**src/rtl/axis_join_arbiter_rr.sv**
```systemverilog
// Packet-granular S_COUNT:1 AXI4-Stream arbiter mux with registered, source-tagged output.
// state | meaning:  IDLE | no grant, arbitrating   BUSY | grant held until tlast accepted
module axis_join_arbiter_rr #(
    parameter int S_COUNT    = 4,
    parameter int DATA_WIDTH = 64,
    parameter int ARB_MODE   = 0,
    parameter int ID_WIDTH   = (S_COUNT > 1) ? $clog2(S_COUNT) : 1
) (
    input  logic                          clk,
    input  logic                          rst,
    input  logic [S_COUNT-1:0]            ien,
    input  logic [S_COUNT-1:0]            s_axis_tvalid,
    input  logic [S_COUNT*DATA_WIDTH-1:0] s_axis_tdata,
    input  logic [S_COUNT-1:0]            s_axis_tlast,
    output logic [S_COUNT-1:0]            s_axis_tready,
    output logic                          m_axis_tvalid,
    output logic [DATA_WIDTH-1:0]         m_axis_tdata,
    output logic                          m_axis_tlast,
    output logic [ID_WIDTH-1:0]           m_axis_tid,
    input  logic                          m_axis_tready,
    output logic                          busy
);
    typedef enum logic {IDLE = 1'b0, BUSY = 1'b1} state_t;

    state_t                state;
    logic [ID_WIDTH-1:0]   grant_idx;
    logic [ID_WIDTH-1:0]   last_grant;
    logic [ID_WIDTH-1:0]   pick_idx;
    logic [ID_WIDTH-1:0]   upper_idx;
    logic [ID_WIDTH-1:0]   lower_idx;
    logic                  upper_found;
    logic [S_COUNT-1:0]    req;
    logic                  out_free;
    logic                  beat;
    logic [DATA_WIDTH-1:0] sel_data;
    logic                  sel_last;
    logic                  sel_valid;

    assign req      = ien & s_axis_tvalid;
    assign out_free = !m_axis_tvalid || m_axis_tready;
    assign busy     = (state == BUSY);
    assign beat     = busy && sel_valid && out_free;

    // Round-robin takes the lowest requester above last_grant, wrapping to the lowest overall.
    always_comb begin
        upper_idx   = '0;
        lower_idx   = '0;
        upper_found = 1'b0;
        for (int i = S_COUNT - 1; i >= 0; i--) begin
            if (req[i]) begin
                lower_idx = ID_WIDTH'(i);
                if (ID_WIDTH'(i) > last_grant) begin
                    upper_idx   = ID_WIDTH'(i);
                    upper_found = 1'b1;
                end
            end
        end
        if (ARB_MODE == 1 || !upper_found) pick_idx = lower_idx;
        else                               pick_idx = upper_idx;
    end

    always_comb begin
        sel_data  = '0;
        sel_last  = 1'b0;
        sel_valid = 1'b0;
        for (int i = 0; i < S_COUNT; i++) begin
            if (grant_idx == ID_WIDTH'(i)) begin
                sel_data  = s_axis_tdata[i*DATA_WIDTH +: DATA_WIDTH];
                sel_last  = s_axis_tlast[i];
                sel_valid = s_axis_tvalid[i];
            end
        end
    end

    always_comb begin
        s_axis_tready = '0;
        for (int i = 0; i < S_COUNT; i++) begin
            if (busy && grant_idx == ID_WIDTH'(i)) s_axis_tready[i] = out_free;
        end
    end

    always_ff @(posedge clk or posedge rst) begin
        if (rst) begin
            state         <= IDLE;
            grant_idx     <= '0;
            last_grant    <= ID_WIDTH'(S_COUNT - 1);
            m_axis_tvalid <= 1'b0;
            m_axis_tdata  <= '0;
            m_axis_tlast  <= 1'b0;
            m_axis_tid    <= '0;
        end else begin
            case (state)
                IDLE: begin
                    if (req != '0) begin
                        grant_idx <= pick_idx;
                        if (ARB_MODE == 0) last_grant <= pick_idx;
                        state <= BUSY;
                    end
                end
                BUSY: begin
                    if (beat && sel_last) state <= IDLE;
                end
                default: state <= IDLE;
            endcase

            if (beat) begin
                m_axis_tvalid <= 1'b1;
                m_axis_tdata  <= sel_data;
                m_axis_tlast  <= sel_last;
                m_axis_tid    <= grant_idx;
            end else if (m_axis_tready) begin
                m_axis_tvalid <= 1'b0;
            end
        end
    end
endmodule

```
**config.mk**
```make
export PLATFORM = sky130hd
export DESIGN_NAME = axis_join_arbiter_rr
export DESIGN_NICKNAME = d
export VERILOG_FILES = /design/src/rtl/axis_join_arbiter_rr.sv
export SDC_FILE = /design/constraint.sdc
export NUM_CORES = 1
export LEC_CHECK = 0
export ABC_AREA = 1
export CAP_MARGIN = 20
export CORE_AREA = 2 2 133 135
export DETAILED_ROUTE_END_ITERATION = 16
export DIE_AREA = 0 0 135 137
export GPL_TIMING_DRIVEN = 0
export PLACE_DENSITY = 0.7
export SLEW_MARGIN = 10
export SYNTH_ARGS = -nofsm -noshare
export SYNTH_HDL_FRONTEND = slang
export SYNTH_SLANG_ARGS = --single-unit
```
**constraint.sdc**
```tcl
create_clock -name clk -period 2.6 [get_ports clk]
set_clock_uncertainty 0.15 [all_clocks]
set_input_delay 0.52 -clock clk [delete_from_list [all_inputs] [get_ports clk]]
set_output_delay 0.52 -clock clk [all_outputs]
set_load 0.01 [all_outputs]
```
After elaboration in Yosys (flattened, before gate mapping)
Cells that the tools add are included. W data, S select, Z words.

Eq/ne operators: 3. Magnitude comparators: 4. Multiplexer cells: 42. Reductions and logical operators: 13. Shift-type cells: 0. Bitwise logic cells: 2. Div/mod/pow operators: 0. Multipliers: 0. $add $sub $neg: 0.

Operators with widths (number): $mux W64 (4); $mux W2 (13); $mux W1 (24); $logic_and A1 B1 Y1 (7); $and A4 B4 Y4 (1); $eq A2 B2 Y1 const B (2); $gt A1 B2 Y1 const A (2); $gt A2 B2 Y1 const A (2); $reduce_bool A4 Y1 (1); $eq A2 B1 Y1 const B (1); $logic_not A2 Y1 (1); $pmux W1 S2 (1); $reduce_and A2 Y1 (1); $reduce_bool A2 Y1 (1); $logic_not A1 Y1 (1); $logic_or A1 B1 Y1 (1); $not A1 Y1 (1).

Memories kept: 0. Memory bits (writable): 0. Latch bits: 0. Register bits after elaboration: 73. Bits in read-only memories: 0. Output and inout port bits: 73.

Logic depth before layout (Yosys ltp)
Gate-level depths: netlist (run 1).

Word-level depth: 10. Mapped depth: 11. Depth with buffers taken out: 8.

Least setup slack after synthesis (run 1)
Ideal clock, no wire load.

Path type: input-to-output. Start point: in m_axis_tready. End point: out s_axis_tready[0]. Data required time: 1.930 ns. Data arrival time: 1.044 ns. Buffers on the path: 0. Path slack: 0.886 ns. Stages: 4. Path through: nor2_1 -> inv_1 -> nand2_1 -> nor3_1.

Cells in the longest elaborated chain, start to end: 2.

Ends and longest elaborated chain: start, declared (RTL line 20) `input logic m_axis_tready,`; $logic_or A1 B1 Y1 (RTL line 40) `assign out_free = !m_axis_tvalid || m_axis_tready;`; $mux W1 (RTL line 78) `if (busy && grant_idx == ID_WIDTH'(i)) s_axis_tready[i] = out_free;`; end, declared (RTL line 15) `output logic [S_COUNT-1:0] s_axis_tready,`.

Every way passes these cells.

Final worst setup path (run 1)
Ends and elaborated chain as after synthesis.

==> results.md, run 1 <==
Outcome:
- The run finished with clean final reports.

Final layout:
- The post-layout instance count excluding filler cells is 1,218.
- In the final layout, the share of cells above drive strength 1 is 17.4%.
- The net count reported at finish is approximately 1,300.
- The repair_antennas step left the layout with diodes totalling 0.
- The design area is 8770 sq um.
- Relative to the synthesized area, the layout overhead comes to 84.2%.

GRT:
- After global routing the overflow that remains totals 0.
- The initial antenna violation count is 0.
- The number of global-route vias before repair is 5,535.
- The largest net degree at the start of global routing is between 40 and 50.
- Global routing used 21.1% of the available tracks.
- The first global-routing pass estimated roughly 30,000 um of wire.

Synthesis:
- The Yosys step of the flow raised 0 warnings.
- The mapped netlist covers 4760 sq um.
- After synthesis, the cell types taking the most area are dfrtp_1, nand2_1, o21ai_2.
- Among all flip-flop cells after synthesis, the most frequent one is dfrtp_1.
- The number of nets handed over by synthesis was 904.
- The cell count after synthesis came out at approximately 630.
- Synthesis inferred 73 register bits.
- The post-synthesis async set-or-reset flop share is 100%.
- The commonest cells after synthesis are nand2_1, dfrtp_1, nand3_1, a21oi_1, nand2_2.
- The fraction of synthesized cell area taken by the top area cell type is between 30% and 40%.
- The synthesized design contains 0 enable-type register cells.
- After synthesis, the netlist uses 24 different library cells.
- The synthesized design spends more area on one cell type than any other, namely dfrtp_1.
- The most frequent cell after synthesis is nand2_1.
- The per-instance average area after synthesis is about 7.5 sq um.
- Sequential elements use 38.4% of the synthesized area.

Drt:
- The count of nets left with antenna violations after detail routing is 0.
- The number of violations reported at the end of detailed-routing iteration 0 is 148.
- The first-pass iteration count of the detailed router is 4.
- In the routed layout, each cell is associated on average with a via count of about 4.5.
- The total number of vias is 5,524.
- The number of remaining DRC errors is 0.
- Dividing the detail-routed wire length by the instance count gives 16.5 um.
- The routed design has 20,000 um of wire.

CTS:
- CTS built an H-tree with a depth of 3.
- Hold repair after CTS inserted 0 buffers.
- The clock sink count is 73.
- The later pin in the worst-skew pair is clocked with a latency of 320 ps.
- Clock tree synthesis inserted a total of 9 buffers.
- TritonCTS built the clock tree.
- The worst-case clock buffer depth is 2.
- After clock tree synthesis, the clock-pin slew on the worst setup and hold paths is 60 ps.
- The clock tree root buffer cell is clkbuf_16.

Timing:
- The headroom to the max-slew limit is 44.3%.
- Timing would allow up to 416 MHz.
- The total count of max-transition violations in the final report is 0.
- At the pin with the least slew margin, the transition time is 835 ps.
- The final clock period utilization by the worst path is 92.5%.
- Setup slack closes at a little under 200 ps.
- The time the worst path needs with I/O delays and setup is approximately 2400 ps.
- The number of setup violations in the final report is 0.
- The final hold violation count is 0.
- Setup repair after global routing left no endpoint under its margin.

Pwr:
- The analysis attributes to cell leakage a power of 3.73 nW.
- The maximum resistive drop on vdd is a little under 0.5 mV.
- For this design the ratio of total power to cell area is 1090 nW/um^2.

Floorplan:
- In this run the horizontal extent of the chip is 135 um.
- The number of standard-cell rows in the floorplan is between 40 and 50.
- The placeable core region is 17,100 sq um.
- During I/O placement, the number of pins put on the boundary was approximately 340.
- The floorplan step defined a die boundary enclosing 18,500 sq um.
- The vertical die dimension is 137 um.
- The starting utilization of the core area is between 20 and 30%.

Setup path:
- The worst setup path category is in -> out.
- STA classifies the critical path endpoint as a primary output.
- The arrival time at the worst endpoint is 1730 ps.
- The kind of start point of the critical path is an input pin.
- At the worst endpoint, the required time is 1930 ps.
- The highest net fanout along the worst path is 4.

Place:
- At the end of routability-driven placement, the weighted congestion stood at 0.801.
- The cell count after placement is 1,202.
- In this run the tool buffered the top-level ports with about 340 buffer cells.
- The post-placement cell area is 8500 sq um.
- The HPWL after detailed placement is approximately 16,000 um.
- At the placement stage, the worst setup path has a slack of -80.7 ps.

Flow run:
- The number of maximum-capacitance constraint violations is 0.

Min path:
- The kind of path behind the tightest hold check is reg -> reg.
[area by class of cell]
cell class	instances	area (sq um)
clock inverter	3	15.0
fill	1660	8290
buffer	42	312
multi-input combinational	507	2580
clock buffer	13	260
inverter	11	46.3
sequential	73	1830
timing repair buffer	344	3450
tap	225	282
[placed cells by master (no fill, tap or decap)]
cell               n
clkdlybuf4s50_1  339
nand2_1          223
nand3_1           71
dfrtp_1           71
a21oi_1           65
nand2_2           61
o21ai_2           60
buf_2             17
clkbuf_1          15
nor2_1             9
clkbuf_16          9
buf_12             8
inv_1              7
o21ai_0            6
buf_4              5
dlygate4sd2_1      4
nor3_1             3
clkinv_2           3
inv_2              2
inv_4              2
o21ai_1            2
nand4_1            2
clkbuf_8           2
dfstp_2            2
nor2_4             1
or2_1              1
o21a_1             1
nand3_4            1
o211ai_1           1
[state kept, by name, indices dropped and copies added (netlist names)]
register and flops:
last_grant 2, busy 1, m_axis_tvalid 1, grant_idx 2
m_axis_tlast 1, m_axis_tid 2, m_axis_tdata 64
[path summary, 6_finish.rpt]
kind                                   from                to  slack [ps]  cells after the start
setup reg to reg               grant_idx[0]  m_axis_tdata[16]         370                      8
max in group asynchronous               rst  m_axis_tdata[13]        1320                      3
hold reg to reg            m_axis_tdata[57]  m_axis_tdata[57]         330                      2
hold / removal             m_axis_tdata[57]  m_axis_tdata[57]         330                      2
min in group asynchronous               rst  m_axis_tdata[33]         410                      2
setup / recovery              m_axis_tready  s_axis_tready[0]         200                      6
[critical path: stages]
cell and delay [ps]:
clkdlybuf4s50_1 450, nor2_1 40, inv_1 130, nand2_1 140
nor3_1 150, dlygate4sd2_1 300
[metal layers]
layer  global-route usage (%)  part of all wire [%]
met1                     25.4                    41
met2                     37.2                    50
met3                     5.74                   7.7
met4                     5.50                   1.4
met5                        0                     0
[what timing repair did]
action	4_1_cts	5_1_grt
setup buffers	0	0
gates resized for setup	4	0
setup endpoints to repair	4	0
[where the power goes]
group          switching [mW]  internal (mW)
clock                   0.453          0.694
sequential              0.360           1.71
combinational            3.52           2.85
[cell families after synthesis]
family                 Yosys count  synth area share [%]
flip-flops                      73                  38.4
AND/OR/NAND/NOR                372                  35.1
buffers and inverters           53                  7.46
AO/OA/AOI/OAI                  135                  19.0
[metrics by stage]
step           total power, mW  setup TNS, ps  util (%)  hold slack, ps
2_1_floorplan             5.92              0         -             305
3_3_place_gp              8.50         -93410      49.7             308
3_5_place_dp              8.59           -244      49.8             320
4_1_cts                   9.77              0      51.4             334
5_1_grt                   10.4              0      51.4             345
6_report                  9.59              0      51.4             332
No activity file was read; power rests on OpenSTA's default activity.
==> run 2, diff against run 1 <==
- ABC_CLOCK_PERIOD_IN_PS: unset -> 2600
==> results of run 2 <==
The final DEF is identical to that of run 1; final timing and power are the same.
==> run 3, diff against run 2 <==
- ABC_CLOCK_PERIOD_IN_PS: 2600 -> 2100
- GPL_ROUTABILITY_DRIVEN: unset -> 0
- clock period: 2.6 -> 2.1 ns (I/O delays scaled with it)
==> results.md, run 3 (same netlist as run 1, synthesis figures left out) <==
Setup path:
- For the worst flop-to-flop path, the logic depth is 6.
- STA puts the critical path data required time at approximately 1500 ps.
- STA classifies the critical path endpoint as a primary output.
- For flop-to-flop paths, the worst setup slack is ~110 ps.
- The worst setup path is launched from an input pin.
- Of all nets on the critical path, the largest fanout is 4.
- The arrival time at the worst endpoint is 1460 ps.
- The timing startpoint of the critical path is m_axis_tready.
- The worst setup path category is in -> out.
- The startpoint identified for the worst register-to-register timing path is grant_idx[0].
- The capture point of the worst path is s_axis_tready[0].
- The capture point of the worst reg-to-reg path is m_axis_tdata[51].

Final layout:
- The number of flip-flops under the largest register name is 64.
- The post-synthesis to final-layout area growth is 85.1%.
- The most common cell after layout, fill and taps aside is clkdlybuf4s50_1.
- The number of fill cells is 1,688.
- Leaving out fill and tap cells, the most frequent cells in the layout are clkdlybuf4s50_1, nand2_1, nand3_1, dfrtp_1, a21oi_1.
- The largest register by flop count is m_axis_tdata.
- In the final design database the tool counted 1,260 nets.
- The total area of multi-input combinational cells is 2590 sq um.
- The area of all sequential standard cells is 1830 sq um.
- Cells with a size suffix above 1 make up 19.1% of the layout.
- The number of antenna cells inserted is 0.

Pwr:
- The total power is 12.0 mW.
- Power spread over the standard cell area amounts to 1360 nW/um^2.
- VDD sags by at most approximately 0.67 mV.
- The static leakage is 3.75 nW.

CTS:
- The clock input transition at the sequential cells of the worst setup and hold paths is ~60 ps.
- TritonCTS built the clock tree.
- In this run the deepest clock path goes through 2 buffers.
- At the later pin of the worst-skew pair, clock insertion delay measures 330 ps.
- The clock tree root buffer cell is clkbuf_16.
- The number of buffers created by CTS is 9.
- The tree built by TritonCTS fans out to 73 sinks.
- The number of buffers added for setup after CTS is 0.
- In this run the number of H-tree levels came out at 3.

Timing:
- Setup repair after global routing left no endpoint under its margin.
- The worst hold margin is 238 ps.
- The final hold violation count is 0.
- The final clock period utilization by the worst path is a little over nine tenths.
- Setup total negative slack on the finished layout was measured at 0 ps.
- The total count of max-transition violations in the final report is 0.
- The number of setup violations in the final report is 0.
- At the pin with the least slew margin, the transition time is 507 ps.
- For the finished layout, the period the worst path requires is 2030 ps.
- Setup slack closes at 70.9 ps.
- The headroom to the max-slew limit is 66.2%.
- The maximum operating frequency is 493 MHz.

Outcome:
- The flow ran to the end, and the final reports show no timing, DRC or antenna violations.

Floorplan:
- The die is 135 um wide.
- The core region is 17,100 sq um.
- The vertical die dimension is 137 um.
- The number of standard-cell rows in the floorplan is 48.
- The number of top-level pins is 344.
- The die covers 18,500 sq um.
- The starting utilization of the core area is about 28%.

GRT:
- Global routing consumed, over all layers together, 21.0% of the routing resources.
- The initial antenna violation count came to 0.
- The number of global-route vias before repair is 5,483.
- The first global-routing pass estimated approximately 30,000 um of wire.
- Global routing finished with a remaining overflow of 0.
- The largest net degree at the start of global routing is 35.

Place:
- Buffers placed on the I/O ports in this run total 343.
- The minimum setup slack after placement is -361 ps.
- After legalization and detailed placement, the total HPWL measured about 16,000 um.

Flow run:
- The number of maximum-capacitance constraint violations is 0.

Drt:
- The number of violations reported at the end of detailed-routing iteration 0 is 169.
- The pre-antenna-repair detailed-routing pass consisted of 4 iterations.
- In the routed design, unresolved DRC markers number 0.
- The routed layout has 5,549 vias.
- Using the TritonRoute via totals, the vias-per-cell ratio works out to 4.55.
- The detailed-route wire length per cell is approximately 16 um.
- Once detail routing completed, the nets flagged for antenna violations numbered 0.
- Summed over all layers, the routed wires come to 20,100 um.

Min path:
- The kind of path behind the tightest hold check is in -> async.
[run 3: cell types whose count changed in the layout (fill, tap and decap cells not counted), moves of 2 or more]
cell and delta:
clkbuf_2 +9, clkbuf_1 -8, dlygate4sd2_1 -4, clkbuf_4 +3
buf_2 -2, nor3_1 -2, nor3_2 +2
[run 3: metal layers]
layer / part of all wire (%) / track usage, %
met1: 40 / 25.3
met2: 49 / 36.9
met3: 8.7 / 5.44
met4: 1.7 / 6.25
met5: 0 / 0
[run 3: how the worst min path moves through the flow]
| stage | from | end | slack, ps | cells after the start |
|---|---|---|---|---|
| finish | rst | m_axis_tdata[41] | 240 | 2 |
| global route | rst | m_axis_tdata[41] | 250 | 2 |
| CTS | rst | m_axis_tdata[41] | 230 | 2 |
| detailed placement | m_axis_tlast | m_axis_tlast | 310 | 2 |
| global placement | m_axis_tlast | m_axis_tlast | 310 | 2 |
| floorplan | last_grant[0] | last_grant[0] | 300 | 2 |
[run 3: power by group]
group	switching, mW	internal, mW
registers	0.446	2.12
clock network	0.571	0.859
logic	4.42	3.58
[run 3: stage by stage]
step,util [%],cells,area (sq um)
after floorplan,-,633,4760
after global placement,49.7,1201,8480
after detailed placement,49.9,1203,8520
after CTS,51.6,1219,8800
after global routing,51.7,1219,8810
final,51.7,1219,8810
[run 3: layout make-up]
type | instances | share of cell area, %
inverter | 11 | 0.539
sequential | 73 | 20.8
multi-input combinational | 507 | 29.4
clock inverter | 3 | 0.170
timing repair buffer | 345 | 39.3
tap | 225 | 3.19
clock buffer | 13 | 2.95
buffer | 42 | 3.76
[run 3: worst max-delay path, cell delays in order]
cell             delay [ps]
clkdlybuf4s50_1         460
nor2_1                   50
inv_2                    90
nand2_2                  90
nor3_2                  110
clkdlybuf4s15_2         240
[run 3: what timing repair did]
| item | in CTS | in global routing |
|---|---|---|
| endpoints found under the setup margin | 17 | 22 |
| hold buffers | 0 | 0 |
| pin swaps | 0 | 0 |
| gates resized for setup | 14 | 22 |
